File: config.mk
export PLATFORM = sky130hd
export DESIGN_NAME = pipeline_feeder
export DESIGN_NICKNAME = d
export VERILOG_FILES = /design/src/rtl/pipeline_feeder.sv
export SDC_FILE = /design/constraint.sdc
export NUM_CORES = 1
export LEC_CHECK = 0
export CELL_PAD_IN_SITES_DETAIL_PLACEMENT = 0
export CELL_PAD_IN_SITES_GLOBAL_PLACEMENT = 1
export CORE_ASPECT_RATIO = 0.5
export CORE_MARGIN = 3
export CORE_UTILIZATION = 40
export DETAILED_ROUTE_END_ITERATION = 6
export DONT_BUFFER_PORTS = 1
export PLACE_DENSITY = 0.73
export SETUP_SLACK_MARGIN = 0.15
export SKIP_LAST_GASP = 1
export SLEW_MARGIN = 20
export SYNTH_ARGS = -nofsm -noshare
export SYNTH_HDL_FRONTEND = slang
export SYNTH_SLANG_ARGS = --single-unit
File: constraint.sdc
create_clock -name clk -period 3.82 [get_ports clk]
set_input_delay 0.382 -clock clk [delete_from_list [all_inputs] [get_ports clk]]
set_output_delay 0.382 -clock clk [all_outputs]
set_load 0.02 [all_outputs]
File: src/rtl/pipeline_feeder.sv
// Burst feeder: buffers words in a FIFO and streams bursts downstream with a
// ready-stall timeout. Optional beat counter enabled by PIPELINE_FEEDER_STATS_EN.
module pipeline_feeder #(
    parameter int DATA_WIDTH     = 32,
    parameter int FIFO_DEPTH     = 8,
    parameter int TIMEOUT_CYCLES = 10
) (
    input  logic                               clk,
    input  logic                               reset,
    input  logic                               wr_en,
    input  logic [DATA_WIDTH-1:0]              wr_data,
    output logic                               wr_full,
    input  logic                               start,
    input  logic [$clog2(FIFO_DEPTH+1)-1:0]    burst_len,
    output logic                               out_valid,
    output logic [DATA_WIDTH-1:0]              out_data,
    input  logic                               out_ready,
    input  logic                               err_clear,
    output logic                               busy,
    output logic                               done,
`ifdef PIPELINE_FEEDER_STATS_EN
    output logic [15:0]                        sent_count,
`endif
    output logic                               error
);

    localparam int PTR_W   = $clog2(FIFO_DEPTH);
    localparam int CNT_W   = $clog2(FIFO_DEPTH + 1);
    localparam int STALL_W = $clog2(TIMEOUT_CYCLES + 1);

    typedef enum logic [1:0] {
        ST_IDLE,
        ST_SEND,
        ST_ERROR
    } state_t;

    state_t                r_state;
    logic [DATA_WIDTH-1:0] r_mem [FIFO_DEPTH];
    logic [PTR_W-1:0]      r_wr_ptr;
    logic [PTR_W-1:0]      r_rd_ptr;
    logic [CNT_W-1:0]      r_count;
    logic [CNT_W-1:0]      r_beats_left;
    logic [STALL_W-1:0]    r_stall_cnt;
    logic                  r_done;

    logic w_empty;
    logic w_wr_accept;
    logic w_pop;
    logic w_stall;

    assign w_empty     = (r_count == '0);
    assign wr_full     = (r_count == CNT_W'(FIFO_DEPTH));
    assign out_valid   = (r_state == ST_SEND) && !w_empty;
    assign out_data    = w_empty ? '0 : r_mem[r_rd_ptr];
    assign busy        = (r_state != ST_IDLE);
    assign error       = (r_state == ST_ERROR);
    assign done        = r_done;

    // A full FIFO refuses writes even when the same cycle pops a word.
    assign w_wr_accept = wr_en && !wr_full && (r_state != ST_ERROR);
    assign w_pop       = out_valid && out_ready;
    assign w_stall     = out_valid && !out_ready;

    // NOTE: storage array carries no reset; occupancy count alone defines validity.
    always_ff @(posedge clk) begin
        if (w_wr_accept) begin
            r_mem[r_wr_ptr] <= wr_data;
        end
    end

    always_ff @(posedge clk) begin
        if (reset) begin
            r_state      <= ST_IDLE;
            r_wr_ptr     <= '0;
            r_rd_ptr     <= '0;
            r_count      <= '0;
            r_beats_left <= '0;
            r_stall_cnt  <= '0;
            r_done       <= 1'b0;
        end else begin
            r_done <= 1'b0;

            if (w_wr_accept) begin
                r_wr_ptr <= r_wr_ptr + 1'b1;
            end
            if (w_pop) begin
                r_rd_ptr <= r_rd_ptr + 1'b1;
            end
            case ({w_wr_accept, w_pop})
                2'b10:   r_count <= r_count + 1'b1;
                2'b01:   r_count <= r_count - 1'b1;
                default: r_count <= r_count;
            endcase

            if (w_stall) begin
                if (r_stall_cnt != STALL_W'(TIMEOUT_CYCLES)) begin
                    r_stall_cnt <= r_stall_cnt + 1'b1;
                end
            end else begin
                r_stall_cnt <= '0;
            end

            case (r_state)
                ST_IDLE: begin
                    if (start && (burst_len != '0)) begin
                        r_beats_left <= burst_len;
                        r_state      <= ST_SEND;
                    end
                end
                ST_SEND: begin
                    if (w_pop) begin
                        r_beats_left <= r_beats_left - 1'b1;
                        if (r_beats_left == CNT_W'(1)) begin
                            r_state <= ST_IDLE;
                            r_done  <= 1'b1;
                        end
                    end else if (w_stall && (r_stall_cnt == STALL_W'(TIMEOUT_CYCLES - 1))) begin
                        r_state <= ST_ERROR;
                    end
                end
                ST_ERROR: begin
                    // Recovery discards everything buffered so the next burst starts clean.
                    if (err_clear) begin
                        r_state      <= ST_IDLE;
                        r_wr_ptr     <= '0;
                        r_rd_ptr     <= '0;
                        r_count      <= '0;
                        r_beats_left <= '0;
                        r_stall_cnt  <= '0;
                    end
                end
                default: r_state <= ST_IDLE;
            endcase
        end
    end

`ifdef PIPELINE_FEEDER_STATS_EN
    logic [15:0] r_sent_count;

    always_ff @(posedge clk) begin
        if (reset) begin
            r_sent_count <= '0;
        end else if (w_pop) begin
            r_sent_count <= r_sent_count + 16'd1;
        end
    end

    assign sent_count = r_sent_count;
`endif

endmodule

==> metrics.txt <==
Design Area, Final=12740 µm²; CTS tree=built; H-tree levels=1; vias in the first global route=5505; f_max=329.8 MHz; Clk pwr share=33.4%; Final Critical Period=3.032 ns; largest net degree at the start of global routing=33; Cell Pwr Density=564.2 nW/µm²; Routed Antenna Nets=0; register share of total power=49.7%; Setup WS post-layout=0.7882 ns; Vias=5266; setup TNS after final layout=0 ns; initial antenna violation count=2; Filler cells=2153; initial drt markers=310; Cell Area, Placed=11620 µm²; Post-DP HPWL=13.16 mm; RSZ-0062 raised after global routing=no; sw power=1.919 mW; VDD IR-drop max=330.8 µV; Top Ports=79; Worst Hold Class=input port to flip-flop; Comb power frac=16.9%; sequential area share after synthesis=73.59%; overall power=7.187 mW; leakage power total=3.979 nW; Main synth FF type=edfxtp_1; area of the multi-input gates=2821 µm²; Async SR Flop Fraction=0%; Crit Path Category=flip-flop to flip-flop; final std cells w/o fill=993; Yosys warning count=0; Reg area=8114 µm²; Mapped Cells=567; Post-route DRC=0; Hold Worst Slack=0.03408 ns; synthesized cell area=11020 µm²; GPL Wtd Cong=0.7300; number of I/O port buffers=0; chip height=123.4 µm; CP arrival=3.49 ns; row cnt=42; max-slew violations=0; clock input transition at the sequential cells of the worst setup and hold paths=0.07 ns; max cap viols=0; Synth cell types=48; Worst setup SP type=flip-flop; # resized after CTS=0; CTS Root Cell=clkbuf_16; first-pass GRT wire length=32.20 mm; CTS Sinks=277; measured slew at the worst slew-check pin=0.7093 ns; peak fanout along the critical path=8; number of CTS-inserted buffers=25; Initial Util=41.19%; Sw Ratio=26.70%; Die Area=29690 µm²; Layout area overhead=15.64%; Remaining Overflow, GRT=0; syn avg cell area=19.43 µm²; fin util=47.63%; routed wire length=20.81 mm; CP Capture Type=flip-flop; total global-route track usage=14.22%; worst skew pair latency=0.53 ns; DR pass1 iterations=5; number of flops mapped to enable cells by yosys=256; Avg WL per Cell=20.95 µm; Die Width=240.7 µm; ratio of cells with drive above 1 in the final layout=21.72%; Fin. Hold Viols=0; #FFs+latches synth=277; internal power=5.268 mW; dpl cells=914; Clock Skews=0.009823 ns; drt via density=5.303; final setup fails=0; syn_nets=623; Max transition margin=52.61%; DP Worst Slack=0.7720 ns; fin crit share=79.37%; status=finished, final reports clean; Nets=678; Data required, critical path=4.28 ns; CTS Buffer Depth=3; Core ar.=26750 µm²
## repair_timing
item                                    4_1_cts  5_1_grt
hold endpoints to repair                    262        0
endpoints found under the setup margin        0        0
hold buffers                                 33        0
setup buffers                                 0        0
## worst max-delay path: stages, from the launching register on
cell and delay [ns]:
dfxtp_1 0.38, inv_1 0.08, ha_1 0.36, nor3b_1 0.66, inv_1 0.14, ha_1 0.31, xor2_1 0.18, ha_1 0.19
a21oi_1 0.14, xor2_1 0.09, or3_1 0.31, a21oi_1 0.14
## logic make-up (layout without fill, tap and decap cells)
kind of cell	after synthesis	count (layout)	share of synthesized area (%)
AOI/OAI and AO/OA	29	29	1.851
DFF	277	277	73.59
and+or+nand+nor	97	97	4.248
adders and majority gates	14	14	1.590
buffers and inverters	39	112	1.465
muxes	101	101	16.46
other	0	1	0
xor gates and xnor gates	10	10	0.7950
## final timing paths
kind | slack, ns | endpoint | cells past startpoint | from
hold reg to reg | 0.51 | r_wr_ptr[0] | 2 | r_wr_ptr[0]
setup reg to reg | 0.79 | r_count[2] | 11 | r_state[0]
hold / removal | 0.03 | r_beats_left[1] | 2 | burst_len[1]
setup / recovery | 0.79 | r_count[2] | 11 | r_state[0]
## metal layers
layer	up-vias	share of wire, %	track usage, %	routed length, µm
met5	-	0.062	0	13
met2	113	49	23.84	10160
li1	2395	-	-	-
met4	2	2.0	3.448	426
met3	32	4.8	2.964	991
met1	2724	44	19.29	9218
## cells in the mapped netlist, drive strengths merged, types with 2 or more instances
cell type    n  area share, %
buf         12           0.55
a211oi       2           0.14
mux2i       36            3.3
inv         13           0.44
nor3b        2           0.14
xnor2        5           0.40
nor3         7           0.32
o21ai        3           0.14
edfxtp     256             70
dfxtp       21            3.8
nand2        9           0.31
nor4         3           0.17
xor2         5           0.40
mux4        64             13
a31oi        4           0.23
and3b        2           0.16
nand2b       7           0.40
clkbuf      14           0.48
nand3        4           0.18
ha          14            1.6
a21o         2           0.14
a21oi        7           0.32
nor2        52            1.8
## power by group through the flow
stage                     sequential, mW  clock (mW)  combinational [mW]
after floorplan                     3.58           0               0.952
after global placement              3.63           0                1.16
after detailed placement            3.64           0                1.17
after CTS                           3.57        2.46                1.23
after global routing                3.59        2.58                1.33
final                               3.57        2.40                1.22
## area by class of cell
class	count	share of cell area [%]
flip-flops and latches	277	63.69
multi-input cells	251	22.15
clock buffers	29	5.028
repair buffers	54	4.125
well taps	352	3.457
clock inverters	16	1.149
inverters	13	0.3830
diodes	1	0.01964
## sequential cells by signal, indices dropped and copies added, names as in the netlist
signal / cells
r_count: 4
r_rd_ptr: 3
r_state: 2
r_beats_left: 4
r_wr_ptr: 3
r_mem: 256
r_stall_cnt: 4
done: 1
## cells in the final DEF, fill, tap and decap left out, types with 3 or more instances in the layout
master,count
nor2_4,6
clkbuf_1,4
mux4_2,64
o21ai_0,3
nand3_1,4
edfxtp_1,256
a21oi_1,7
ha_1,14
nand2_1,9
inv_1,13
clkinv_1,5
buf_12,3
nor2_1,46
xnor2_1,5
a31oi_1,4
mux2i_1,36
xor2_1,5
buf_4,18
nand2b_1,7
dfxtp_1,18
clkinv_2,6
nor3_1,5
dlygate4sd3_1,33
clkbuf_16,25
Note: power is estimated with default switching activity, not from simulation.
